<file path="config.mk">
export PLATFORM = sky130hd
export DESIGN_NAME = cordic_phase_nco_flat
export DESIGN_NICKNAME = d
export VERILOG_FILES = /design/src/rtl/cordic_phase_nco_if.sv /design/src/rtl/cordic_phase_nco.sv /design/src/flat_wrapper.sv
export SDC_FILE = /design/constraint.sdc
export NUM_CORES = 1
export LEC_CHECK = 0
export CAP_MARGIN = 20
export CORE_MARGIN = 1.5
export CORE_UTILIZATION = 48
export CTS_CLUSTER_SIZE = 14
export DETAILED_ROUTE_END_ITERATION = 10
export PLACE_DENSITY_LB_ADDON = 0.25
export SYNTH_ARGS = -nofsm -noshare
export SYNTH_HDL_FRONTEND = slang
export SYNTH_SLANG_ARGS = --single-unit
</file>
<file path="constraint.sdc">
create_clock -name clk -period 5.75 [get_ports clk]
set_input_delay 1.15 -clock clk [delete_from_list [all_inputs] [get_ports clk]]
set_output_delay 1.15 -clock clk [all_outputs]
set_load 0.01 [all_outputs]
</file>
<file path="src/rtl/cordic_phase_nco_if.sv">
// Bus bundle between the phase NCO, its controller and the mode-1 CORDIC pipeline.
// master drives control and CORDIC results; slave is the NCO itself.
interface cordic_phase_nco_if #(
  parameter int unsigned WIDTH = 15,
  parameter int unsigned ACC_W = 24
);
  logic                    run;
  logic                    phase_clr;
  logic                    freq_load;
  logic [ACC_W-1:0]        freq_word;
  logic [2*WIDTH-1:0]      operand;
  logic                    op_valid;
  logic [2*WIDTH-1:0]      results;
  logic signed [WIDTH-1:0] sin_out;
  logic signed [WIDTH-1:0] cos_out;
  logic                    out_valid;

  modport master (
    output run, phase_clr, freq_load, freq_word, results,
    input  operand, op_valid, sin_out, cos_out, out_valid
  );

  modport slave (
    input  run, phase_clr, freq_load, freq_word, results,
    output operand, op_valid, sin_out, cos_out, out_valid
  );
endinterface

</file>
<file path="src/rtl/cordic_phase_nco.sv">
// Phase-accumulator NCO driving a sin/cos CORDIC with a Q3.12 angle folded into +/-pi/2,
// plus the matching cos sign correction on the returning results.
module cordic_phase_nco #(
  parameter int unsigned WIDTH     = 15,
  parameter int unsigned ACC_W     = 24,
  parameter int unsigned ALIGN_DLY = 13
) (
  input logic               clk,
  input logic               rst_n,
  cordic_phase_nco_if.slave bus
);

  localparam logic signed [WIDTH-1:0] MinVal = {1'b1, {(WIDTH-1){1'b0}}};
  localparam logic signed [WIDTH-1:0] MaxVal = ~MinVal;

  logic [ACC_W-1:0]        acc_q, acc_d;
  logic [ACC_W-1:0]        fw_q, fw_d;
  logic signed [16:0]      t_a_q, t_a_d;
  logic                    cneg_a_q, cneg_a_d;
  logic                    vld_a_q, vld_a_d;
  logic [WIDTH-1:0]        angle_q, angle_d;
  logic                    op_valid_q;
  logic                    cneg_b_q;
  logic [ALIGN_DLY-1:0]    dvld_q, dvld_d;
  logic [ALIGN_DLY-1:0]    dcneg_q, dcneg_d;
  logic signed [WIDTH-1:0] sin_q, sin_d;
  logic signed [WIDTH-1:0] cos_q, cos_d;
  logic                    out_valid_q, out_valid_d;

  logic signed [16:0]      s_ext;
  logic signed [16:0]      t_fold;
  logic                    cneg_fold;
  logic signed [31:0]      prod;
  logic signed [WIDTH-1:0] cos_in;
  logic signed [WIDTH-1:0] cos_neg;

  // Top 16 accumulator bits are the phase in 2^-16 turn; fold the outer half-circle back.
  always_comb begin
    s_ext     = {acc_q[ACC_W-1], acc_q[ACC_W-1 -: 16]};
    t_fold    = s_ext;
    cneg_fold = 1'b0;
    if (s_ext > 17'sd16384) begin
      t_fold    = 17'sd32768 - s_ext;
      cneg_fold = 1'b1;
    end else if (s_ext < -17'sd16384) begin
      t_fold    = -17'sd32768 - s_ext;
      cneg_fold = 1'b1;
    end
  end

  always_comb begin
    fw_d     = bus.freq_load ? bus.freq_word : fw_q;
    acc_d    = acc_q;
    t_a_d    = t_a_q;
    cneg_a_d = cneg_a_q;
    vld_a_d  = 1'b0;
    if (bus.phase_clr) begin
      acc_d = '0;
    end else if (bus.run) begin
      acc_d    = acc_q + fw_q;
      t_a_d    = t_fold;
      cneg_a_d = cneg_fold;
      vld_a_d  = 1'b1;
    end
  end

  // 25736 = round(2*pi*2^12) turns 2^-16 turn units into Q3.12 radians, rounded half up.
  always_comb begin
    prod    = 32'(t_a_q) * 32'sd25736 + 32'sd32768;
    angle_d = WIDTH'(prod >>> 16);
  end

  // Sideband tracks the free-running CORDIC, so it shifts every cycle.
  always_comb begin
    dvld_d  = {dvld_q[ALIGN_DLY-2:0], op_valid_q};
    dcneg_d = {dcneg_q[ALIGN_DLY-2:0], cneg_b_q};
  end

  always_comb begin
    cos_in      = bus.results[2*WIDTH-1:WIDTH];
    cos_neg     = (cos_in == MinVal) ? MaxVal : -cos_in;
    sin_d       = sin_q;
    cos_d       = cos_q;
    out_valid_d = dvld_q[ALIGN_DLY-1];
    if (dvld_q[ALIGN_DLY-1]) begin
      sin_d = bus.results[WIDTH-1:0];
      cos_d = dcneg_q[ALIGN_DLY-1] ? cos_neg : cos_in;
    end
  end

  always_ff @(posedge clk or negedge rst_n) begin
    if (!rst_n) begin
      acc_q       <= '0;
      fw_q        <= '0;
      t_a_q       <= '0;
      cneg_a_q    <= 1'b0;
      vld_a_q     <= 1'b0;
      angle_q     <= '0;
      op_valid_q  <= 1'b0;
      cneg_b_q    <= 1'b0;
      dvld_q      <= '0;
      dcneg_q     <= '0;
      sin_q       <= '0;
      cos_q       <= '0;
      out_valid_q <= 1'b0;
    end else begin
      acc_q       <= acc_d;
      fw_q        <= fw_d;
      t_a_q       <= t_a_d;
      cneg_a_q    <= cneg_a_d;
      vld_a_q     <= vld_a_d;
      angle_q     <= angle_d;
      op_valid_q  <= vld_a_q;
      cneg_b_q    <= cneg_a_q;
      dvld_q      <= dvld_d;
      dcneg_q     <= dcneg_d;
      sin_q       <= sin_d;
      cos_q       <= cos_d;
      out_valid_q <= out_valid_d;
    end
  end

  assign bus.operand   = {{WIDTH{1'b0}}, angle_q};
  assign bus.op_valid  = op_valid_q;
  assign bus.sin_out   = sin_q;
  assign bus.cos_out   = cos_q;
  assign bus.out_valid = out_valid_q;

endmodule

</file>
<file path="src/flat_wrapper.sv">
// flat-port wrapper written by rule: the top's interface ports become plain ports
module cordic_phase_nco_flat 
#(
  parameter int unsigned WIDTH     = 15,
  parameter int unsigned ACC_W     = 24,
  parameter int unsigned ALIGN_DLY = 13
)
  (clk, rst_n, bus_run, bus_phase_clr, bus_freq_load, bus_freq_word, bus_results, bus_operand, bus_op_valid, bus_sin_out, bus_cos_out, bus_out_valid);
  cordic_phase_nco_if #(.WIDTH(WIDTH), .ACC_W(ACC_W)) bus_i ();
  input logic clk;
  input logic rst_n;
  input wire logic [$bits(bus_i.run)-1:0] bus_run;
  input wire logic [$bits(bus_i.phase_clr)-1:0] bus_phase_clr;
  input wire logic [$bits(bus_i.freq_load)-1:0] bus_freq_load;
  input wire logic [$bits(bus_i.freq_word)-1:0] bus_freq_word;
  input wire logic [$bits(bus_i.results)-1:0] bus_results;
  output wire logic [$bits(bus_i.operand)-1:0] bus_operand;
  output wire logic [$bits(bus_i.op_valid)-1:0] bus_op_valid;
  output wire logic [$bits(bus_i.sin_out)-1:0] bus_sin_out;
  output wire logic [$bits(bus_i.cos_out)-1:0] bus_cos_out;
  output wire logic [$bits(bus_i.out_valid)-1:0] bus_out_valid;
  assign bus_i.run = bus_run;
  assign bus_i.phase_clr = bus_phase_clr;
  assign bus_i.freq_load = bus_freq_load;
  assign bus_i.freq_word = bus_freq_word;
  assign bus_i.results = bus_results;
  assign bus_operand = bus_i.operand;
  assign bus_op_valid = bus_i.op_valid;
  assign bus_sin_out = bus_i.sin_out;
  assign bus_cos_out = bus_i.cos_out;
  assign bus_out_valid = bus_i.out_valid;
  cordic_phase_nco #(.WIDTH(WIDTH), .ACC_W(ACC_W), .ALIGN_DLY(ALIGN_DLY)) u_core (.clk(clk), .rst_n(rst_n), .bus(bus_i));
endmodule
</file>
### Word level (Yosys, flattened, before mapping)

Cells that the tools add are included.
Widths: inputs -> output; s select.

* register bits after elaboration: 141
* logic and storage cells: 35

* add/sub/neg operators: 5
* multiply operators: 1
* magnitude comparators: 2
* eq/ne operators: 1
* multiplexer cells: 10
* bitwise logic cells: 1
* reduce and logical (&&, ||, !) cells: 2

Operators with widths (count)
* $mux 24: 2
* $mux 17: 2
* $add 31x17->31 const B: 1
* $mux 15: 2
* $mul 17x13->28 const B: 1
* $add 24x24->24: 1
* $sub 16x16->17 const A: 1
* $sub 17x16->17 const A: 1
* $gt 16x16->1 const B: 1
* $lt 16x15->1 const B: 1
* $eq 15x15->1 const B: 1
* $neg 15->15: 1
* $mux 1: 4
* $reduce_and 2->1: 1
* $reduce_bool 2->1: 1
* $not 1->1: 1

### Depth between registers and ports, before layout

* word-level depth: 3
* mapped depth: 19
* gate-level depth less buffers: 18

### Worst setup path after synthesis

No wires, ideal clock.

* kind: reg-to-reg
* start point: register u_core.t_a_q[1]
* end point: register u_core.angle_q[12]
* setup time: 0.080 ns
* data arrival time: 5.133 ns
* required time: 5.670 ns
* slack: 0.537 ns
* stages on the path, launching flop included: 19
* clock period less this slack: 5.213 ns
* cells stage by stage: dfrtp_1 ha_1 inv_1 fa_1 inv_1 fa_1 fa_1 ha_1 ha_1 and3_1 o21ai_1 o211ai_4 a221oi_2 o21ai_1 xnor2_1 or3_1 or3_1 a21oi_1 xnor2_1

* cells in the longest elaborated chain, start to end: 2

RTL lines
* start: declaration: line cordic_phase_nco.sv:18 `logic signed [16:0] t_a_q, t_a_d;`
* start signal: assignment: line cordic_phase_nco.sv:109 `t_a_q <= t_a_d;`
* $mul 17x13->28: line cordic_phase_nco.sv:69 `prod = 32'(t_a_q) * 32'sd25736 + 32'sd32768;`
* $add 31x17->31: line cordic_phase_nco.sv:69
* net u_core.prod[28]: line cordic_phase_nco.sv:33 `logic signed [31:0] prod;`
* end signal: assignment: line cordic_phase_nco.sv:112 `angle_q <= angle_d;`
* end: declaration: line cordic_phase_nco.sv:21 `logic [WIDTH-1:0] angle_q, angle_d;`

The timed path passes the listed nets, and every way through them passes these cells.
A chain may end at the register's enable or synchronous reset.

### Worst setup path in the final report

Same ends and word-level chain as after synthesis.

==> impl_metrics.toml <==
[route]
vias = 6487
ant_nets = 0
dr.first_iter.drc_count = 195
drc_errors = 0
vias_per_cell = 5.12
wl_per_cell_um = 13.3
first_pass_iters = 4
wirelength_mm = 16.8

[sta]
tightestPinTransition_ns = 0.964
setup-tns-final_ns = 0
clock_skew_ns = 0.0169
setup_violations = 0
fmax_ghz = 0.184
rsz0062_at_grt = "false"
slew_headroom_pct = 35.5
period_minus_slack_ns = 5.43
finalHoldViolCount = 0
period_share_pct = 94.4
slew_viol_final = 0

[critical_path]
cp.arrival_ns = 5.77
cp_slowest_cell = "fa_1"
crit_family = "adder cells"
cp-end-kind = "flip-flop"
crit_type = "reg -> reg"
path_cells = "ha_1 -> inv_1 -> fa_1 -> inv_1 -> fa_1 -> fa_1 -> ha_1 -> ha_1 -> and3_1 -> o21ai_2 -> o211ai_4 -> a221oi_4 -> buf_4 -> xnor2_2 -> nand3_2 -> or3_1 -> or3_1 -> a21oi_1 -> xnor2_1"
critPathMaxStageDelay_ns = 0.53
required_ns = 6.09
startpoint_type = "flip-flop"
critPathBufInv = 3
crit_path_max_fanout = 7

[die]
die_y_um = 143
rows = 51
ioPinCount = 121
die_x_um = 143
core_area_sq_um = 19400
initial_utilization_pct = 48.7
dieArea_sq_um = 20500

[layout]
nNetsFinal = 1186
antenna_cells = 0
utilization_pct = 58.5
layout-drive-gt1-share_pct = 9.99
area_growth_pct = 20.3
fillCellCount = 1724

[clock_network]
clkSinkCount = 141
clk_pin_slew_worst_paths_ns = 0.06
clkLatencyLatePin_ns = 0.42
cts_hold_buf = 0
htree_levels = 4
cts_buffers = 17
cts_buffer_depth = 2
tritoncts = "done"
cts_root_buf = "clkbuf_16"

[synthesis]
netlist.area_leader.share_pct = 37.4
ys_warn_count = 0
synth.avg_cell_area_sq_um = 10.7
ys_seq_elements = 141
synth_area_leaders = "dfrtp_1, ha_1, fa_1"
netlist_area_sq_um = 9440
yosysSeqAreaShare_pct = 37.4
synth_cells = 883
synth_edf_count = 0
asyncSetResetFlopFracSynth_pct = 100
synthFlopType = "dfrtp_1"
synth_top_area_cell = "dfrtp_1"
yosysUniqueCellTypes = 58

[placement]
portBuffers = 105
hpwl_mm = 12.6
gp_congestion = 0.836

[global_route]
grt.total_usage_pct = 18.1
overflow = 0
grt_pass1_vias = 6397
grt_pass1_wl_mm = 29.6
antenna_found_initial = 0
grt_max_degree = 107

[hold_path]
hp-class = "reg -> reg"

[run]
cap_violations = 0

[status]
status = "complete, no violations"
==> per-layer routing <==
metal  wire, um  global-route usage (%)  vias up
li1           -                       -     3289
met1       8090                    24.1     3097
met2       8030                    30.0       89
met3        500                    3.55       12
met4        199                    5.48        0
met5          0                       0        -
==> layout make-up <==
cell class | count | area [sq um] | share of cell area, %
Clock buffer | 22 | 484 | 4.27
Clock inverter | 7 | 88.8 | 0.783
Inverter | 44 | 165 | 1.45
Multi-Input combinational cell | 674 | 5620 | 49.5
Sequential cell | 141 | 3530 | 31.1
Tap cell | 265 | 332 | 2.92
Timing Repair Buffer | 113 | 1130 | 9.97
==> worst reg2reg max path, stage by stage, from the launching register on <==
cell and delay [ns]:
dfrtp_1 0.43, ha_1 0.30, inv_1 0.05, fa_1 0.51, inv_1 0.05, fa_1 0.53
fa_1 0.42, ha_1 0.30, ha_1 0.34, and3_1 0.20, o21ai_2 0.19, o211ai_4 0.16
a221oi_4 0.38, buf_4 0.19, xnor2_2 0.15, nand3_2 0.15, or3_1 0.36, or3_1 0.32
a21oi_1 0.18, xnor2_1 0.14
==> synthesized netlist by cell type, types with 6 or more instances <==
cell and instances:
a211oi_1 8, a21o_1 17, a21oi_1 47, and3_1 8, buf_4 15, clkbuf_1 16
dfrtp_1 141, fa_1 39, ha_1 97, inv_1 44, mux2_2 46, mux2i_1 19
nand2_1 57, nand3_1 16, nand4_1 6, nor2_1 60, nor2b_1 7, nor3_1 15
o211ai_1 6, o21a_1 8, o21ai_0 36, o31ai_1 7, or3_1 15, xnor2_1 55
xor2_1 37
==> state kept, by name (all words and copies together) (netlist names), 13 cells and up <==
name and count:
u_core.bus.cos_out 15, u_core.t_a_q 17, u_core.dcneg_q 13, u_core.angle_q 15
u_core.bus.sin_out 15, u_core.acc_q 24, u_core.dvld_q 13, u_core.fw_q 24
==> through the flow <==
step / setup WS [ns] / hold WS (ns) / cells / instance area [sq um]
finish: 0.324 / 0.343 / 1266 / 11400
global route: 0.0410 / 0.350 / 1266 / 11400
CTS: 0.171 / 0.348 / 1264 / 11300
detailed placement: 0.180 / 0.335 / 1235 / 10700
global placement: 0.322 / 0.333 / 1234 / 10700
floorplan: 0.537 / 0.331 / 897 / 9490
==> timing repair <==
| action | in CTS | in global routing |
|---|---|---|
| endpoints found under the setup margin | 0 | 4 |
| resized for setup | 0 | 4 |
| hold endpoints to repair | 0 | 0 |
| buffers inserted | 0 | 1 |
==> cell families (layout without fill, tap and decap cells) <==
logic type	count (synthesis)	in the layout	share of synthesized area, %
other cells	1	15	0.0397
compound gates	161	161	11.2
xor+xnor	92	92	8.54
flops	141	141	37.4
fa+ha+maj	136	136	21.1
buf+inv	82	186	3.90
mux	65	65	7.50
simple gates	205	205	10.3
==> final timing paths <==
| kind | start | end | slack [ns] | cells past startpoint |
|---|---|---|---|---|
| worst max-delay path | u_core.t_a_q[1] | u_core.angle_q[12] | 0.32 | 19 |
| worst min-delay path | u_core.dcneg_q[10] | u_core.dcneg_q[11] | 0.34 | 0 |
| worst max register to register | u_core.t_a_q[1] | u_core.angle_q[12] | 0.32 | 19 |
| worst min register to register | u_core.dcneg_q[10] | u_core.dcneg_q[11] | 0.34 | 0 |
| max in group asynchronous | rst_n | u_core.t_a_q[5] | 3.86 | 2 |
| min in group asynchronous | rst_n | u_core.angle_q[14] | 0.84 | 1 |
==> layout by cell type (no fill, tap or decap), types with 15 or more instances in the layout <==
master,synthesis,routed
dfrtp_1,141,141
or3_1,15,15
mux2_2,46,46
fa_1,39,39
nand2_1,57,57
xor2_1,37,37
ha_1,97,97
a21oi_1,47,47
nand3_1,16,15
inv_1,44,44
conb_1,1,15
clkbuf_16,0,17
a21o_1,17,17
clkdlybuf4s50_1,0,104
nor3_1,15,15
nor2_1,60,60
o21ai_0,36,36
mux2i_1,19,19
xnor2_1,55,54
Power is left out: the tool's default activity adds up to more than one toggle a clock period on the data nets, which glitch-free logic cannot reach.
